===== src/rtl/mem_access_pkg.sv =====
// Shared encodings for the data-memory access unit: RV32 funct3 load/store sizes,
// FSM states and the helpers that classify an access by size.
package mem_access_pkg;

    localparam logic [2:0] OP_B  = 3'b000;
    localparam logic [2:0] OP_H  = 3'b001;
    localparam logic [2:0] OP_W  = 3'b010;
    localparam logic [2:0] OP_BU = 3'b100;
    localparam logic [2:0] OP_HU = 3'b101;

    localparam int MAX_RD_LAT = 7;

    typedef enum logic [1:0] {
        IDLE  = 2'd0,
        READ  = 2'd1,
        WRITE = 2'd2,
        RESP  = 2'd3
    } state_e;

    // Any store funct3 other than SB/SH is handled as a full-word store.
    function automatic logic is_word_store(input logic [2:0] op);
        return (op != OP_B) && (op != OP_H);
    endfunction

    function automatic logic is_misaligned(input logic we, input logic [2:0] op,
                                           input logic [1:0] lo);
        logic is_byte;
        logic is_half;
        is_byte = (op == OP_B) || (!we && (op == OP_BU));
        is_half = (op == OP_H) || (!we && (op == OP_HU));
        if (is_byte) return 1'b0;
        if (is_half) return lo[0];
        return lo != 2'b00;
    endfunction

endpackage


===== src/rtl/mem_access_if.sv =====
// Bundle of the CPU request/response channels and the word-addressed memory port.
// Request and response use valid/ready: a transfer happens on a rising edge where both are 1;
// the sender keeps valid and payload stable until then.
interface mem_access_if;
    logic        req_valid;
    logic        req_ready;
    logic [2:0]  req_op;
    logic        req_we;
    logic [31:0] req_addr;
    logic [31:0] req_wdata;
    logic        rsp_valid;
    logic        rsp_ready;
    logic [31:0] rsp_rdata;
    logic        rsp_err;
    logic [31:0] mem_address;
    logic [31:0] mem_write_data;
    logic [31:0] mem_read_data;
    logic        mem_write;
    logic        mem_read;

    modport master (
        input  req_valid, req_op, req_we, req_addr, req_wdata, rsp_ready, mem_read_data,
        output req_ready, rsp_valid, rsp_rdata, rsp_err,
        output mem_address, mem_write_data, mem_write, mem_read
    );

    modport slave (
        output req_valid, req_op, req_we, req_addr, req_wdata, rsp_ready, mem_read_data,
        input  req_ready, rsp_valid, rsp_rdata, rsp_err,
        input  mem_address, mem_write_data, mem_write, mem_read
    );
endinterface


===== src/rtl/mem_lane_align.sv =====
// Byte-lane steering: extracts/extends load data from a memory word and merges
// sub-word store data into a sampled word. Purely combinational.
module mem_lane_align
    import mem_access_pkg::*;
(
    input  logic [2:0]  op_i,
    input  logic [1:0]  addr_lo_i,
    input  logic [31:0] word_i,
    input  logic [31:0] wdata_i,
    output logic [31:0] load_data_o,
    output logic [31:0] store_word_o
);

    logic [7:0]  byte_v;
    logic [15:0] half_v;

    assign byte_v = 8'(word_i >> {addr_lo_i, 3'b000});
    assign half_v = 16'(word_i >> {addr_lo_i[1], 4'b0000});

    always_comb begin
        load_data_o  = word_i;
        store_word_o = wdata_i;
        case (op_i)
            OP_B:    load_data_o = {{24{byte_v[7]}}, byte_v};
            OP_H:    load_data_o = {{16{half_v[15]}}, half_v};
            OP_BU:   load_data_o = {24'h0, byte_v};
            OP_HU:   load_data_o = {16'h0, half_v};
            default: load_data_o = word_i;
        endcase
        case (op_i)
            OP_B: begin
                store_word_o = word_i;
                store_word_o[{addr_lo_i, 3'b000} +: 8] = wdata_i[7:0];
            end
            OP_H: begin
                store_word_o = word_i;
                store_word_o[{addr_lo_i[1], 4'b0000} +: 16] = wdata_i[15:0];
            end
            default: store_word_o = wdata_i;
        endcase
    end

endmodule


===== src/rtl/mem_access_unit.sv =====
// Load/store initiator for a word-only data memory; sub-word stores use read-modify-write.
// Define MISALIGN_TRAP_EN to reject misaligned half/word accesses with rsp_err instead of masking.
module mem_access_unit
    import mem_access_pkg::*;
#(
    parameter int ADDR_W     = 5,
    parameter int MEM_RD_LAT = 1
) (
    input  logic         clock,
    input  logic         reset,
    mem_access_if.master bus,
    output state_e       dbg_state_o
);

`ifdef MISALIGN_TRAP_EN
    localparam bit TRAP_EN = 1'b1;
`else
    localparam bit TRAP_EN = 1'b0;
`endif
    localparam logic [2:0] LAST_RD = 3'(MEM_RD_LAT - 1);

    state_e              state_q, state_d;
    logic [2:0]          rd_cnt_q, rd_cnt_d;
    logic [2:0]          op_q, op_d;
    logic                we_q, we_d;
    logic [1:0]          lo_q, lo_d;
    logic [ADDR_W-1:0]   widx_q, widx_d;
    logic [31:0]         wdata_q, wdata_d;
    logic [31:0]         mem_wdata_q, mem_wdata_d;
    logic [31:0]         rdata_q, rdata_d;
    logic                err_q, err_d;
    logic [31:0]         load_data;
    logic [31:0]         store_word;
    logic                unused_addr_hi;

    assign unused_addr_hi = ^bus.req_addr[31:ADDR_W+2];

    mem_lane_align u_align (
        .op_i         (op_q),
        .addr_lo_i    (lo_q),
        .word_i       (bus.mem_read_data),
        .wdata_i      (wdata_q),
        .load_data_o  (load_data),
        .store_word_o (store_word)
    );

    always_ff @(posedge clock or negedge reset) begin
        if (!reset) begin
            state_q     <= IDLE;
            rd_cnt_q    <= 3'd0;
            op_q        <= 3'd0;
            we_q        <= 1'b0;
            lo_q        <= 2'd0;
            widx_q      <= '0;
            wdata_q     <= 32'h0;
            mem_wdata_q <= 32'h0;
            rdata_q     <= 32'h0;
            err_q       <= 1'b0;
        end else begin
            state_q     <= state_d;
            rd_cnt_q    <= rd_cnt_d;
            op_q        <= op_d;
            we_q        <= we_d;
            lo_q        <= lo_d;
            widx_q      <= widx_d;
            wdata_q     <= wdata_d;
            mem_wdata_q <= mem_wdata_d;
            rdata_q     <= rdata_d;
            err_q       <= err_d;
        end
    end

    always_comb begin
        state_d     = state_q;
        rd_cnt_d    = rd_cnt_q;
        op_d        = op_q;
        we_d        = we_q;
        lo_d        = lo_q;
        widx_d      = widx_q;
        wdata_d     = wdata_q;
        mem_wdata_d = mem_wdata_q;
        rdata_d     = rdata_q;
        err_d       = err_q;
        case (state_q)
            IDLE: begin
                if (bus.req_valid) begin
                    op_d     = bus.req_op;
                    we_d     = bus.req_we;
                    lo_d     = bus.req_addr[1:0];
                    widx_d   = bus.req_addr[ADDR_W+1:2];
                    wdata_d  = bus.req_wdata;
                    rd_cnt_d = 3'd0;
                    err_d    = 1'b0;
                    if (TRAP_EN && is_misaligned(bus.req_we, bus.req_op, bus.req_addr[1:0])) begin
                        err_d   = 1'b1;
                        rdata_d = 32'h0;
                        state_d = RESP;
                    end else if (bus.req_we && is_word_store(bus.req_op)) begin
                        mem_wdata_d = bus.req_wdata;
                        state_d     = WRITE;
                    end else begin
                        state_d = READ;
                    end
                end
            end
            READ: begin
                // Memory data is only valid on the last cycle of the read window.
                if (rd_cnt_q == LAST_RD) begin
                    if (we_q) begin
                        mem_wdata_d = store_word;
                        state_d     = WRITE;
                    end else begin
                        rdata_d = load_data;
                        state_d = RESP;
                    end
                end else begin
                    rd_cnt_d = rd_cnt_q + 3'd1;
                end
            end
            WRITE: begin
                rdata_d = 32'h0;
                state_d = RESP;
            end
            RESP: begin
                if (bus.rsp_ready) state_d = IDLE;
            end
            default: state_d = IDLE;
        endcase
    end

    assign bus.req_ready      = (state_q == IDLE);
    assign bus.rsp_valid      = (state_q == RESP);
    assign bus.rsp_rdata      = rdata_q;
    assign bus.rsp_err        = TRAP_EN & err_q;
    assign bus.mem_address    = {{(32-ADDR_W){1'b0}}, widx_q};
    assign bus.mem_write_data = mem_wdata_q;
    assign bus.mem_write      = (state_q == WRITE);
    assign bus.mem_read       = (state_q == READ);
    assign dbg_state_o        = state_q;

endmodule


===== src/flat_wrapper.sv =====
// flat-port wrapper written by rule: the top's interface ports become plain ports
module mem_access_unit_flat import mem_access_pkg::*;
#(
    parameter int ADDR_W     = 5,
    parameter int MEM_RD_LAT = 1
)
  (clock, reset, dbg_state_o, bus_req_valid, bus_req_op, bus_req_we, bus_req_addr, bus_req_wdata, bus_rsp_ready, bus_mem_read_data, bus_req_ready, bus_rsp_valid, bus_rsp_rdata, bus_rsp_err, bus_mem_address, bus_mem_write_data, bus_mem_write, bus_mem_read);
  mem_access_if bus_i ();
  input  logic clock;
  input  logic reset;
  output state_e dbg_state_o;
  input wire logic [$bits(bus_i.req_valid)-1:0] bus_req_valid;
  input wire logic [$bits(bus_i.req_op)-1:0] bus_req_op;
  input wire logic [$bits(bus_i.req_we)-1:0] bus_req_we;
  input wire logic [$bits(bus_i.req_addr)-1:0] bus_req_addr;
  input wire logic [$bits(bus_i.req_wdata)-1:0] bus_req_wdata;
  input wire logic [$bits(bus_i.rsp_ready)-1:0] bus_rsp_ready;
  input wire logic [$bits(bus_i.mem_read_data)-1:0] bus_mem_read_data;
  output wire logic [$bits(bus_i.req_ready)-1:0] bus_req_ready;
  output wire logic [$bits(bus_i.rsp_valid)-1:0] bus_rsp_valid;
  output wire logic [$bits(bus_i.rsp_rdata)-1:0] bus_rsp_rdata;
  output wire logic [$bits(bus_i.rsp_err)-1:0] bus_rsp_err;
  output wire logic [$bits(bus_i.mem_address)-1:0] bus_mem_address;
  output wire logic [$bits(bus_i.mem_write_data)-1:0] bus_mem_write_data;
  output wire logic [$bits(bus_i.mem_write)-1:0] bus_mem_write;
  output wire logic [$bits(bus_i.mem_read)-1:0] bus_mem_read;
  assign bus_i.req_valid = bus_req_valid;
  assign bus_i.req_op = bus_req_op;
  assign bus_i.req_we = bus_req_we;
  assign bus_i.req_addr = bus_req_addr;
  assign bus_i.req_wdata = bus_req_wdata;
  assign bus_i.rsp_ready = bus_rsp_ready;
  assign bus_i.mem_read_data = bus_mem_read_data;
  assign bus_req_ready = bus_i.req_ready;
  assign bus_rsp_valid = bus_i.rsp_valid;
  assign bus_rsp_rdata = bus_i.rsp_rdata;
  assign bus_rsp_err = bus_i.rsp_err;
  assign bus_mem_address = bus_i.mem_address;
  assign bus_mem_write_data = bus_i.mem_write_data;
  assign bus_mem_write = bus_i.mem_write;
  assign bus_mem_read = bus_i.mem_read;
  mem_access_unit #(.ADDR_W(ADDR_W), .MEM_RD_LAT(MEM_RD_LAT)) u_core (.clock(clock), .reset(reset), .bus(bus_i), .dbg_state_o(dbg_state_o));
endmodule

===== config.mk =====
export PLATFORM = sky130hd
export DESIGN_NAME = mem_access_unit_flat
export DESIGN_NICKNAME = d
export VERILOG_FILES = /design/src/rtl/mem_access_pkg.sv /design/src/rtl/mem_access_if.sv /design/src/rtl/mem_lane_align.sv /design/src/rtl/mem_access_unit.sv /design/src/flat_wrapper.sv
export SDC_FILE = /design/constraint.sdc
export NUM_CORES = 1
export LEC_CHECK = 0
export BUFFER_PORTS_ARGS = -buffer_cell sky130_fd_sc_hd__buf_2
export CORE_ASPECT_RATIO = 0.9
export CORE_MARGIN = 5
export CORE_UTILIZATION = 45
export CTS_CLUSTER_SIZE = 40
export DETAILED_ROUTE_END_ITERATION = 8
export GPL_ROUTABILITY_DRIVEN = 1
export MAX_ROUTING_LAYER = met4
export PLACE_DENSITY = 0.7
export SLEW_MARGIN = 0
export SYNTH_ARGS = -nofsm -noshare
export SYNTH_HDL_FRONTEND = slang
export SYNTH_SLANG_ARGS = --single-unit

===== constraint.sdc =====
create_clock -name clock -period 2.9 [get_ports clock]
set_clock_uncertainty 0.05 [all_clocks]
set_input_delay 0 -clock clock [delete_from_list [all_inputs] [get_ports clock]]
set_output_delay 0 -clock clock [all_outputs]
set_load 0.02 [all_outputs]

Yosys cells after proc, flatten, opt, wreduce, memory -nomap -nowiden
Index checks and enable logic that the tools add are counted.
{"block": "totals", "in_bits": 104, "wordCells": 66, "out_inout_bits": 103, "ff_bits": 112}
{"block": "classes", "mux": 21, "n_shift": 6, "reduce_logical": 13, "add_sub_neg": 3, "n_eq_ne": 14}
{"operator": "$mux 32", "count": 6}
{"operator": "$pmux 32 s2", "count": 3}
{"operator": "$pmux 32 s4", "count": 1}
{"operator": "$bwmux 32", "count": 2}
{"operator": "$shift 16x7->32 const A", "count": 1}
{"operator": "$shift 8x7->32 const A", "count": 1}
{"operator": "$shiftx 16x7->32", "count": 1}
{"operator": "$shiftx 8x7->32", "count": 1}
{"operator": "$shr 32x5->16", "count": 1}
{"operator": "$shr 32x5->8", "count": 1}
{"operator": "$neg 5->7", "count": 2}
{"operator": "$reduce_and 3->1", "count": 3}
{"operator": "$mux 2", "count": 4}
{"operator": "$ne 2x2->1 const B", "count": 4}
{"operator": "$pmux 2 s4", "count": 1}
{"operator": "$eq 3x3->1 const B", "count": 2}
{"operator": "$logic_not 3->1", "count": 2}
{"operator": "$mux 3", "count": 2}
{"operator": "$ne 2x1->1 const B", "count": 3}
{"operator": "$pmux 3 s2", "count": 1}
{"operator": "$reduce_and 5->1", "count": 1}
{"operator": "$eq 2x2->1 const B", "count": 2}
{"operator": "$reduce_bool 2->1", "count": 2}
{"operator": "$add 3x1->3 const B", "count": 1}
{"operator": "8 further kinds", "count": 9}

Longest topological paths before layout
Gate-level depths: netlist of the first run.
{"block": "logic_depth", "word_depth": 7, "ltp_mapped": 9}

Modules after synthesis
From an unflattened synthesis of the first run, not the netlist that was laid out.
{"block": "hier_totals", "hier_cells": 682, "area_unflattened_um2": 6737.7}
{"module": "mem_access_unit", "cells_per_inst": 382, "instances": 1, "area_each_um2": 4890.9}
{"module": "mem_lane_align", "cells_per_inst": 300, "instances": 1, "area_each_um2": 1846.8}

Least setup slack after synthesis of the first run
OpenSTA, ideal clock, no wires.
{"block": "synth_timing", "kind": "flip-flop to flip-flop", "start": "register u_core.lo_q[1]", "end": "register u_core.mem_wdata_q[20], in the netlist u_core.bus.mem_write_data[20]", "synth_period_minus_slack_ps": 2497, "t_arrival_ps": 2312, "n_path_buf": 3, "required_time_ps": 2715, "setup_ps": 135, "path_slack_ps": 403, "path_stages_with_launch": 10, "path_cell_list": "dfrtp_1 buf_2 inv_1 clkbuf_1 ha_1 and3b_1 buf_1 a221o_1 a221oi_1 o31ai_1"}
{"block": "synth_via", "elab_chain_cells": 7}
{"item": "start, declared", "line_no": "mem_access_unit.sv:26", "source": "logic [1:0] lo_q, lo_d;"}
{"item": "start signal, assigned", "line_no": "mem_access_unit.sv:64", "source": "lo_q <= lo_d;"}
{"item": "$neg 5->7, on equally long branches", "line_no": "mem_lane_align.sv:37, mem_lane_align.sv:33"}
{"item": "$shiftx 16x7->32 (tied with other cells)", "line_no": "mem_lane_align.sv:37", "source": "store_word_o[{addr_lo_i[1], 4'b0000} +: 16] = wdata_i[15:0];"}
{"item": "$bwmux 32, on equally long branches", "line_no": "mem_lane_align.sv:37, mem_lane_align.sv:33"}
{"item": "$pmux 32 s2 *", "line_no": "mem_lane_align.sv:30", "source": "case (op_i)"}
{"item": "$mux 32 *", "line_no": "mem_access_unit.sv:109", "source": "if (we_q) begin"}
{"item": "$mux 32 *", "line_no": "mem_access_unit.sv:108", "source": "if (rd_cnt_q == LAST_RD) begin"}
{"item": "$pmux 32 s2 *", "line_no": "mem_access_unit.sv:84", "source": "case (state_q)"}
{"item": "end signal, assigned", "line_no": "mem_access_unit.sv:67", "source": "mem_wdata_q <= mem_wdata_d;"}
{"item": "end, declared", "line_no": "mem_access_unit.sv:29", "source": "logic [31:0] mem_wdata_q, mem_wdata_d;"}
Mark *: on every way between the ends. The rest lies on a longest branch, timed or not. The select of a mux whose other input is x is not followed.
A chain may end at the register's enable or synchronous reset.

Final worst setup path of the first run
{"block": "layout_timing", "start": "register u_core.rd_cnt_q[1]", "end": "register u_core.rdata_q[28], in the netlist u_core.bus.rsp_rdata[28]"}
{"block": "layout_via", "elab_chain_cells": 3}
{"item": "start, declared", "line_no": "mem_access_unit.sv:23", "source": "logic [2:0] rd_cnt_q, rd_cnt_d;"}
{"item": "start signal, assigned", "line_no": "mem_access_unit.sv:61", "source": "rd_cnt_q <= rd_cnt_d;"}
{"item": "$logic_not 3->1", "line_no": "mem_access_unit.sv:108"}
{"item": "$ne 2x1->1 (no line)"}
{"item": "$reduce_and 3->1 (no line)"}
{"item": "end signal, assigned", "line_no": "mem_access_unit.sv:68", "source": "rdata_q <= rdata_d;"}
{"item": "end, declared", "line_no": "mem_access_unit.sv:30", "source": "logic [31:0] rdata_q, rdata_d;"}
Every way passes these cells.

==> results.txt, run 1 <==
- For this run, the leading register cell type out of synthesis is dfrtp_1.
* Achievable Freq: between 0.4 and 0.5 GHz
- Result of the run: completed
- Critical path startpoint category: register
- For this run the aggregate overflow at the end of global routing stands at 0.
- Final number of hold-violating endpoints: 0
- Final TNS setup: 0 ns
- The worst pin sits at a relative slew slack of between 30% and 40%.
- Global-route wire length before repair: 32.88 mm
- For the finished layout, the period the worst path requires is between 2 and 2.5 ns.
- Port bufs: roughly 150
- A synthesized cell averages just over 10 µm².
- Synth Cell Area: about 6700 µm²
- Setup violations, final: 0
- Crit path DAT: between 2 and 3 ns
- Of all nets on the critical path, the largest fanout is 17.
- Count of max-cap constraint violations: 0
- CTS root buf: clkbuf_16
* Final Max Tran Viols: 0
- Series of cell instances along the critical path: inv_1 > ha_1 > nand2b_1 > nor3_4 > buf_4 > nor3b_4 > a221o_1
- Cell type group with the largest total delay on the critical path: simple AND/OR/NAND/NOR gates
* Leakage power summed over all cells: ~3.9 nW
- For this run, the total global-route usage over all layers was measured as between 20 and 25%.
* #FFs+latches synth: around 110
* Initial standard-cell utilization of the core: between 40% and 50%
- DRT antenna net count: 0
- The congestion estimate from routability-driven global placement came to between 0.8 and 0.9.
- Area enclosed by the die boundary: 17330 µm²
- In this run the deepest clock path goes through 2 buffers.
- Clock Sink Count: ~110
- Router iterations before antenna repair: 4
- The worst hold path belongs to the class input pin to register.
* Num rows: 42
- Pin slew with the least headroom to its limit: around 0.94 ns
* Total via count after detailed routing: around 6000
* Ports placed on the boundary: slightly above 200
- The number of global-route vias before repair was between 5000 and 6000.
* RSZ-0062 raised after global routing: false
- Die Width: 138.2 µm
* Final cycle utilization of the critical path: about 80%
- The top cell types in the final layout, fill and taps aside, are buf_2 (152), dfrtp_1 (112), dlygate4sd3_1 (74), nand2_1 (55), nor2_1 (55).
* Clock transition at the registers of the reported paths: roughly 0.07 ns
- Total number of H-tree levels: 3
- The share of the Yosys chip area taken by registers is 42.09%.
- Number of DRC violations after detailed routing: 0
* Diodes inserted: 0
- Average via count per standard cell: 5.619
- Final nets: 977
- Maximum number of pins on one net before global-route repair: 65
- In the final routing, the length of wire on met1 measures 9.165 mm.
- Wire segments on met2 add up to approximately 9.2 mm in the final route.
* TritonCTS clock tree: yes
- Maximum vdd drop: about 0.56 mV
* Count of different cell masters after synthesis: 54
- The total area inside the core boundary comes to 14610 µm².
* Most frequent standard cell in the layout excluding fill and tap cells: buf_2
* Fraction of layout cells with a size suffix above 1: 29.87%
- For the worst-skew pair, the clock arrives at the later sink with an insertion delay of 0.36 ns.
* Count of flip-flops with a built-in enable after synthesis: 0
* Delay of the slowest cell on the worst path: 0.63 ns
- Synthesis handed over a netlist of 662 instances.
- The initial antenna violation count came to 0.
- Measured along the y axis, the die boundary spans roughly 130 µm.
- In this run the top signal layer used is met4.
- Routed WL per cell: approximately 19 µm
- Placed cells: a little under 1000
- Routed Wire Length: between 20 and 25 mm
- Area added between synthesis and finish: 27.85%
- First DRT Iteration DRCs: ~360
* Power density of the placed cells: about 1100 nW/µm²
- Required time at the worst-slack endpoint: ~3.1 ns
- Count of yosys warnings during synthesis: 0
* Master of the slowest instance on the critical path: nor3b_4
- Counting the fill cells in the layout gives between 1000 and 1500.
- STA classifies the critical path endpoint as a register.
* Half-perimeter wire length of the detailed placement result: 14.28 mm
- Post-CTS setup buffer count: 0
- Metal3 WL: 1.692 mm
- Post-synth ARST share: between 90% and 100%
* Number of standard cells in the final layout excluding fillers: ~1100
* Clock buffer count from CTS: 9
* Number of buffer and inverter instances along the worst setup path: 2
* Startpoint-to-endpoint class of the critical path: register to register
-- layout make-up --
class	instances	area, µm²	area share (%)
flip-flops and latches	112	2803	32.92
inverters	11	41.29	0.4850
well taps	198	247.7	2.910
repair buffers	244	1674	19.66
clock buffers	11	242.7	2.851
multi-input cells	484	3448	40.51
clock inverters	5	56.30	0.6614
-- through the flow --
step	util (%)	cell area (µm²)	hold WS, ns	total power, W	worst slack, ns
floorplan	-	6760	-0.3456	0.006457	0.4030
global placement	51.16	7473	0.03151	0.007640	0.6523
detailed placement	51.16	7473	0.04314	0.007793	0.5672
CTS	58.27	8513	0.0005587	0.009162	0.5456
global route	58.27	8513	0.04346	0.009777	0.3496
finish	58.27	8513	0.01489	0.009141	0.5118
-- cell usage after synthesis (2+ instances only) --
cell type | instances | area, µm²
buf_6 | 4 | 45.04
a221o_1 | 27 | 270.3
o31ai_1 | 16 | 120.1
a31oi_1 | 16 | 100.1
nor4bb_1 | 9 | 90.09
buf_1 | 7 | 26.28
a221oi_2 | 8 | 120.1
mux2i_1 | 11 | 110.1
nand3_1 | 2 | 10.01
buf_2 | 16 | 80.08
o2111ai_1 | 8 | 70.07
a21boi_1 | 7 | 52.55
o211ai_1 | 8 | 60.06
dfrtp_1 | 112 | 2803
ha_1 | 11 | 137.6
nor2_1 | 55 | 206.5
o21a_1 | 7 | 52.55
nand2b_1 | 4 | 25.02
mux2_2 | 51 | 574.3
a221oi_1 | 16 | 140.1
nand2_1 | 56 | 210.2
buf_4 | 32 | 240.2
a21oi_1 | 15 | 75.07
nor2b_1 | 37 | 231.5
nor3_1 | 9 | 45.04
inv_1 | 10 | 37.54
o221ai_1 | 2 | 17.52
clkbuf_1 | 23 | 86.33
o21ai_0 | 29 | 145.1
o21ai_1 | 14 | 70.07
a22o_1 | 17 | 148.9
-- repair_timing --
| action | CTS | global route |
|---|---|---|
| resized for setup | 0 | 0 |
| hold buffers | 74 | 0 |
| endpoints found under the hold margin | 157 | 0 |
| setup endpoints to repair | 0 | 0 |
-- worst min-delay path, delay by kind of cell --
family,cells,cell delay [ns]
compound gates,2,0.25
buf+inv,1,0.13
-- state kept, by name, indices dropped and copies added (netlist names) --
name	count
u_core.bus.mem_write_data	32
u_core.dbg_state_o	2
u_core.wdata_q	32
u_core.widx_q	5
u_core.lo_q	2
u_core.op_q	3
u_core.bus.rsp_rdata	32
u_core.we_q	1
u_core.rd_cnt_q	3
-- final timing paths --
check	startpoint	to	slack, ns	cells past startpoint
setup / recovery	u_core.rd_cnt_q[1]	u_core.bus.rsp_rdata[28]	0.51	7
hold / removal	bus_req_valid	u_core.rd_cnt_q[2]	0.01	3
setup reg to reg	u_core.rd_cnt_q[1]	u_core.bus.rsp_rdata[28]	0.51	7
hold reg to reg	u_core.bus.mem_write_data[17]	u_core.bus.mem_write_data[17]	0.43	2
max in group asynchronous	reset	u_core.bus.mem_write_data[30]	1.85	3
min in group asynchronous	reset	u_core.bus.rsp_rdata[16]	0.18	2
-- metal layers --
| layer | vias up | GRT usage, % |
|---|---|---|
| met5 | - | - |
| met4 | 0 | 6.334 |
| met3 | 37 | 5.956 |
| met2 | 276 | 35.65 |
| met1 | 2892 | 33.30 |
| li1 | 2779 | - |
-- where the power goes --
group	total, W	switching (W)	internal, W
logic	0.00511	0.00306	0.00205
registers	0.00277	0.000530	0.00224
clock network	0.00126	0.000567	0.000693
-- logic make-up (layout without fill, tap and decap cells) --
kind of cell	Yosys count	in the layout	synth area share, %
AO/OA/AOI/OAI	197	197	22.81
adder cells (fa/ha/maj)	11	11	2.067
buffers and inverters	93	271	7.798
flip-flops	112	112	42.09
multiplexers	64	64	10.95
other	1	28	0.05632
AND/OR/NAND/NOR	184	184	14.22
Note: power is estimated with default switching activity, not from simulation.
==> run 2, diff against run 1 <==
- clock period: 2.9 -> 2.36 ns (I/O delays scaled with it)
==> run 2 against run 1 <==
Against the previous run: critical path depth fell by 1; via count rose by 0.75%; count of clock-buffer cells in the layout fell by 2; non-clock buffer count rose by 9; largest cell class unchanged; cell count rose by 0.85%; sequential power rose by 21%; worst hold slack improved by 0.021 ns; highest routed layer unchanged; combinational power rose by 26%.
==> results.txt, run 2 (synthesis results as in run 1) <==
- Result of the run: completed
- Series of cell instances along the critical path: inv_1 > ha_1 > and3b_1 > a221o_1 > a221oi_1 > o31ai_1
- The critical path data arrival time was 2.35 ns (-0.27 ns).
- The area taken by multi-input logic gates was 3448 µm² (unchanged).
- First DRT Iteration DRCs: 427 (+20%)
- Routability congestion estimate from global placement: 0.8524 (-2.7%)
- Diodes inserted: 0 (unchanged)
- The source-to-sink clock delay at the later pin of the worst-skew pair was 0.37 ns (about the same).
- Die Width: 138.2 µm (unchanged)
- The total routing resource utilization after global routing was 23.79% (-0.32 points).
- The detailed router used layers up to and including met4.
* Worst rel slew slack: 51.03% (+14 points)
- Final Hold Slack: 0.03547 ns (+0.02058 ns)
- The remaining global-route overflow is 0 (unchanged).
* Total via count after detailed routing: 6029 (+0.75%)
* Delay of the slowest cell on the worst path: 0.41 ns (-0.22 ns)
- Cell type group with the largest total delay on the critical path: compound AO/OA/AOI/OAI gates
* Number of DRC violations after detailed routing: 0 (unchanged)
- Most used cells in the layout excluding fill and tap cells: buf_2 (152), dfrtp_1 (112), dlygate4sd3_1 (75), nand2_1 (55), nor2_1 (55)
- Crit. End Element: register
* Master of the slowest instance on the critical path: dfrtp_1
* Setup violations, final: 0 (unchanged)
- Ports placed on the boundary: 207 (unchanged)
- Sequential standard cell area: 2803 µm² (unchanged)
* Port bufs: 153 (unchanged)
- DRT antenna net count: 0 (unchanged)
- The summed negative setup slack over all endpoints is 0 ns (unchanged).
* Post-route setup slack: 0.2021 ns (-0.3097 ns)
* Maximum number of pins on one net before global-route repair: 65 (unchanged)
- Half-perimeter wire length of the detailed placement result: 14.50 mm (+1.5%)
- Maximum vdd drop: 0.6148 mV (+10%)
- The library cell used most frequently in the layout, excluding fill and tap cells, is buf_2.
- Critical path startpoint category: register
- Num rows: 42 (unchanged)
- Metal3 WL: 1.574 mm (-7.0%)
- The number of global-route vias before repair was 5985 (+0.91%).
* Wire length the detailed router placed on met1: 9.186 mm (+0.23%)
* Achievable Freq: 0.4634 GHz (+11%)
* Router iterations before antenna repair: 5 (+1)
- Max Root-Sink Buffers: 2 (unchanged)
- The required arrival time at the worst endpoint is 2.55 ns (-0.58 ns).
- Routed WL per cell: 18.82 µm (-1.9%)
- The routed length on met2 was 9.028 mm (-1.7%).
- The actual slew at the worst max-slew pin was 0.7326 ns (-0.2075 ns).
- Final cycle utilization of the critical path: 91.44% (+9.1 points)
- Leakage power summed over all cells: 3.959 nW (+1.1%)
* Initial antenna violation count: 0 (unchanged)
* Final nets: 986 (+0.92%)
- Count of max-cap constraint violations: 0 (unchanged)
- Power density of the placed cells: 1321 nW/µm² (+23%)
- The average via count per standard cell came to 5.614 (about the same).
* Pre-CTS WS: 0.1235 ns (-0.4436 ns)
- The final hold violation count came to 0 (unchanged).
- The post-route minimum period is 2.158 ns (-0.2303 ns).
* Clock transition at the registers of the reported paths: 0.08 ns (about the same)
- Clock Sink Count: 112 (unchanged)
- The height of the die is 125.4 µm (unchanged).
* Total chip power: 0.01138 W (+24%)
- Clock buffer count from CTS: 9 (unchanged)
- Area enclosed by the die boundary: 17330 µm² (unchanged)
- The total wirelength of the detailed-routed design is 20.21 mm (-1.1%).
- Fillers: 1226 (-2.9%)
* Fraction of layout cells with a size suffix above 1: 30.59% (+0.72 points)
- Worst reg2reg setup slack: 0.20 ns (-0.31 ns)
* CTS root buf: clkbuf_16
* CP Max Fanout: 8 (-9)
- TritonCTS built the clock tree.
- Global-route wire length before repair: 32.44 mm (-1.3%)
- Compared with the post-synthesis result, the final layout area differs by 29.35%.
- The area inside the core boundary is 14610 µm² (unchanged).
* Initial standard-cell utilization of the core: 45.58% (unchanged)
- Final Max Tran Viols: 0 (unchanged)
* Number of buffer and inverter instances along the worst setup path: 1 (-1)
* Path category of the worst min-delay check: input pin to register
- Startpoint-to-endpoint class of the critical path: register to register
- Total number of H-tree levels: 3 (unchanged)
- RSZ-0062 raised after global routing: false
[run 2: cell types whose count changed in the layout (fill, tap and decap cells not counted), sizes merged]
cell,delta
buf,+8
clkbuf,-2
clkinv,-2
clkinvlp,+2
dlygate4sd3,+1
inv,+2
[run 2: area by class of cell]
cell class | instances | area share, %
inverter | 11 | 0.4794
clock buffer | 9 | 2.615
timing repair buffer | 253 | 20.54
tap | 198 | 2.876
clock inverter | 7 | 0.9152
multi-input combinational | 484 | 40.03
sequential | 112 | 32.54
[run 2: worst paths after layout]
check	from	endpoint	depth (start not counted)
setup reg to reg	u_core.lo_q[1]	u_core.bus.mem_write_data[20]	6
setup / recovery	u_core.lo_q[1]	u_core.bus.mem_write_data[20]	6
hold reg to reg	u_core.bus.mem_write_data[20]	u_core.bus.mem_write_data[20]	2
hold / removal	bus_mem_read_data[7]	u_core.bus.rsp_rdata[7]	3
max in group asynchronous	reset	u_core.wdata_q[19]	3
min in group asynchronous	reset	u_core.widx_q[4]	2
[run 2: power breakdown]
group	switching (W)	total [W]	internal, W	leakage, nW
clock network	0.000743	0.00158	0.000833	0.139
registers	0.000616	0.00336	0.00275	1.40
logic	0.00380	0.00644	0.00264	2.42
total	0.00516	0.0114	0.00622	3.96
[run 2: worst reg2reg max path: stages (launching register included)]
cell and delay, ns:
dfrtp_1 0.41, inv_1 0.17, ha_1 0.31, and3b_1 0.28, a221o_1 0.35, a221oi_1 0.34
o31ai_1 0.12
[run 2: stage by stage]
stage | cells | util [%] | instance area, µm²
6_report | 1074 | 58.96 | 8613
5_1_grt | 1074 | 58.96 | 8613
4_1_cts | 1073 | 58.82 | 8593
3_5_place_dp | 982 | 51.60 | 7538
3_3_place_gp | 982 | 51.60 | 7538
2_1_floorplan | 689 | - | 6764
[run 2: what timing repair did]
item	CTS	global route
hold buffers	75	0
resized for setup	0	0
buffers inserted	0	1
setup endpoints to repair	0	7
hold endpoints to repair	157	0
[run 2: metal layers]
metal	vias up	GRT usage (%)
met4	0	6.566
met5	-	-
met2	269	35.16
li1	2803	-
met3	36	6.415
met1	2921	32.44
==> run 3, diff against run 2 <==
- PLACE_DENSITY: 0.7 -> default
- PLACE_DENSITY_LB_ADDON: default -> 0.05
==> run 3 against run 2 <==
Against the previous run: non-clock buffer count did not move; routed wire length increased by 0.88%; setup slack worse by 0.049 ns; via count decreased by 1.9%; maximum frequency fell by 2.2%; first-iteration DRC count down 15%; sequential power about the same; worst hold slack worse by 0.018 ns; register-to-register slack got worse by 0.05 ns; core utilization shrank 0.23 points; critical path type unchanged.
==> results.txt, run 3 (synthesis results as in run 1) <==
- The highest attainable clock frequency is 0.4531 GHz (-2.2%).
- The number of iterations in the first detailed-routing pass is 5 (unchanged).
- The cell area power density is 1311 nW/µm² (-0.79%).
* Congestion Overflow GR: 0 (unchanged)
* Pin slew with the least headroom to its limit: 0.7365 ns (+0.003901 ns)
- TritonCTS clock tree: yes
- Initial antenna violation count: 1 (+1)
- Vias in the first global route: 6144 (+2.7%)
- Total routing usage reported by global routing: 24.04% (+0.25 points)
* Total number of H-tree levels: 3 (unchanged)
- Routability congestion estimate from global placement: 0.8581 (+0.67%)
* End point of the most critical hold path: u_core.rd_cnt_q[2]
- The initial DRC count is 361 (-15%).
* Area enclosed by the die boundary: 17330 µm² (unchanged)
* Fillers: 1312 (+7.0%)
- Count of max-cap constraint violations: 0 (unchanged)
- The detailed-routing wirelength on met1 is 9.228 mm (+0.46%).
* Startpoint-to-endpoint class of the critical path: register to register
* Maximum number of pins on one net before global-route repair: 65 (unchanged)
- Routed Wire Length: 20.39 mm (+0.88%)
* Metal3 WL: 1.645 mm (+4.5%)
* Delay of the slowest cell on the worst path: 0.63 ns (+0.22 ns)
- Most used cells in the layout excluding fill and tap cells: buf_2 (152), dfrtp_1 (112), dlygate4sd3_1 (74), nand2_1 (55), nor2_1 (55)
* Initial standard-cell utilization of the core: 45.58% (unchanged)
- The worst hold margin was 0.01796 ns (-0.01751 ns).
- Required time at the worst-slack endpoint: 2.60 ns (+0.05 ns)
- Half-perimeter wire length of the detailed placement result: 14.68 mm (+1.2%)
- The startpoint identified for the worst register-to-register timing path is u_core.rd_cnt_q[1].
* Routed WL per cell: 18.97 µm (+0.79%)
- Most frequent standard cell in the layout excluding fill and tap cells: buf_2
- Clock buffer count from CTS: 9 (unchanged)
- Crit. End Element: register
* Clock transition at the registers of the reported paths: 0.07 ns (about the same)
* Worst rel slew slack: 50.77% (-0.26 points)
* Series of cell instances along the critical path: inv_1 > ha_1 > nand2b_1 > nor3_4 > nor3b_4 > a221o_1
- The number of core rows came to 42 (unchanged).
- The final hold violation count is 0 (unchanged).
- The reported leakage power was 3.940 nW (-0.50%).
- CP Max Fanout: 16 (+8)
* Crit path DAT: 2.45 ns (+0.10 ns)
- The x dimension of the die is 138.2 µm (unchanged).
- The cell sitting at the root of the clock tree is a clkbuf_16.
- Critical path startpoint category: register
- The via count came to 5914 (-1.9%).
- The summed negative setup slack over all endpoints is 0 ns (unchanged).
- The area taken by multi-input logic gates is 3451 µm² (about the same).
- Signal routing reaches up to met4.
- The count of pins on the block boundary was 207 (unchanged).
- The depth of the most critical reg-to-reg path is 6 (unchanged).
- The worst hold path belongs to the class input pin to register.
* Setup violations, final: 0 (unchanged)
* Reg-to-reg endpoint: u_core.bus.rsp_rdata[24]
- On the critical path, the stage with the largest delay is an instance of nor3b_4.
- The register-to-register setup slack was 0.15 ns (-0.05 ns).
* Final cycle utilization of the critical path: 93.52% (+2.1 points)
- Core Footprint: 14610 µm² (unchanged)
* Global-route wire length before repair: 32.62 mm (+0.58%)
- Die height: 125.4 µm (unchanged)
- Post-route minimum period: 2.207 ns (+0.04918 ns)
- Placed Area: 7548 µm² (+0.13%)
- DRT antenna net count: 0 (unchanged)
- Total chip power: 0.01124 W (-1.2%)
- Max Root-Sink Buffers: 2 (unchanged)
- Critical path startpoint: u_core.rd_cnt_q[1]
- Clock latency on the worst-skew pair: 0.36 ns (about the same)
- The number of cells traversed by the worst hold path was 3 (unchanged).
- Area added between synthesis and finish: 28.84%
- Final nets: 986 (unchanged)
* Final Max Tran Viols: 0 (unchanged)
- The number of remaining DRC errors came to 0 (unchanged).
- Average via count per standard cell: 5.501 (-2.0%)
* Result of the run: completed
* Clock Sink Count: 112 (unchanged)
- The share of post-route cells with drive strength above 1 was 30.48% (-0.11 points).
* Final standard cell area without fillers: 8579 µm² (-0.39%)
- Sequential standard cell area: 2803 µm² (unchanged)
* RSZ-0062 raised after global routing: false
* Port bufs: 153 (unchanged)
* Worst hold start: bus_req_valid
- Maximum vdd drop: 0.9077 mV (+48%)
- Met2 WL post-DR: 9.129 mm (+1.1%)
-- run 3: changes by cell type in the layout (fill, tap and decap cells not counted), sizes merged --
| cell | change |
|---|---|
| diode | +1 |
| clkbuf | +3 |
| bufinv | -1 |
| inv | -2 |
| dlygate4sd3 | -1 |
| buf | +1 |
-- run 3: critical path, delay by kind of cell, from the launching register on --
family          cells  cell delay [ns]
compound gates      1             0.22
fa+ha+maj           1             0.20
buf+inv             1             0.10
flops               1             0.43
simple gates        3             1.14
-- run 3: worst max path at each step --
stage / end / slack, ns / cells past startpoint
6_report: u_core.bus.rsp_rdata[24] / 0.15 / 6
5_1_grt: u_core.bus.rsp_rdata[25] / 0.004 / 6
4_1_cts: u_core.bus.rsp_rdata[7] / 0.07 / 6
3_5_place_dp: u_core.bus.rsp_rdata[7] / 0.11 / 6
3_3_place_gp: u_core.bus.rsp_rdata[7] / 0.23 / 6
2_1_floorplan: u_core.bus.mem_write_data[22] / 0.02 / 9
-- run 3: timing repair --
item                       CTS  global route
hold buffers                74             0
hold endpoints to repair   191             0
setup endpoints to repair    0            17
setup buffers                0             1
resized for setup            0             0
-- run 3: area by class of cell --
cell class,count,share of cell area [%]
Antenna cell,1,0.02917
Clock buffer,12,2.756
Clock inverter,4,0.3646
Inverter,11,0.4813
Multi-Input combinational cell,484,40.22
Sequential cell,112,32.67
Tap cell,198,2.888
Timing Repair Buffer,253,20.59
-- run 3: metal layers --
layer / vias up / global-route usage [%]
li1: 2803 / -
met1: 2848 / 31.05
met2: 231 / 37.28
met3: 32 / 6.682
met4: 0 / 6.856
met5: - / -
-- run 3: report_power, final --
group	switching (W)	leakage (nW)	internal (W)	total, W
Clock	0.000697	0.119	0.000720	0.00142
Combinational	0.00383	2.42	0.00264	0.00647
Sequential	0.000606	1.40	0.00275	0.00335
Total	0.00514	3.94	0.00611	0.0112
-- run 3: metrics by stage --
step	util, %	std cells	worst slack, ns
6_report	58.73	1075	0.1529
5_1_grt	58.73	1075	0.004025
4_1_cts	58.57	1073	0.06659
3_5_place_dp	51.67	983	0.1102
3_3_place_gp	51.67	983	0.2288
2_1_floorplan	-	689	0.02362
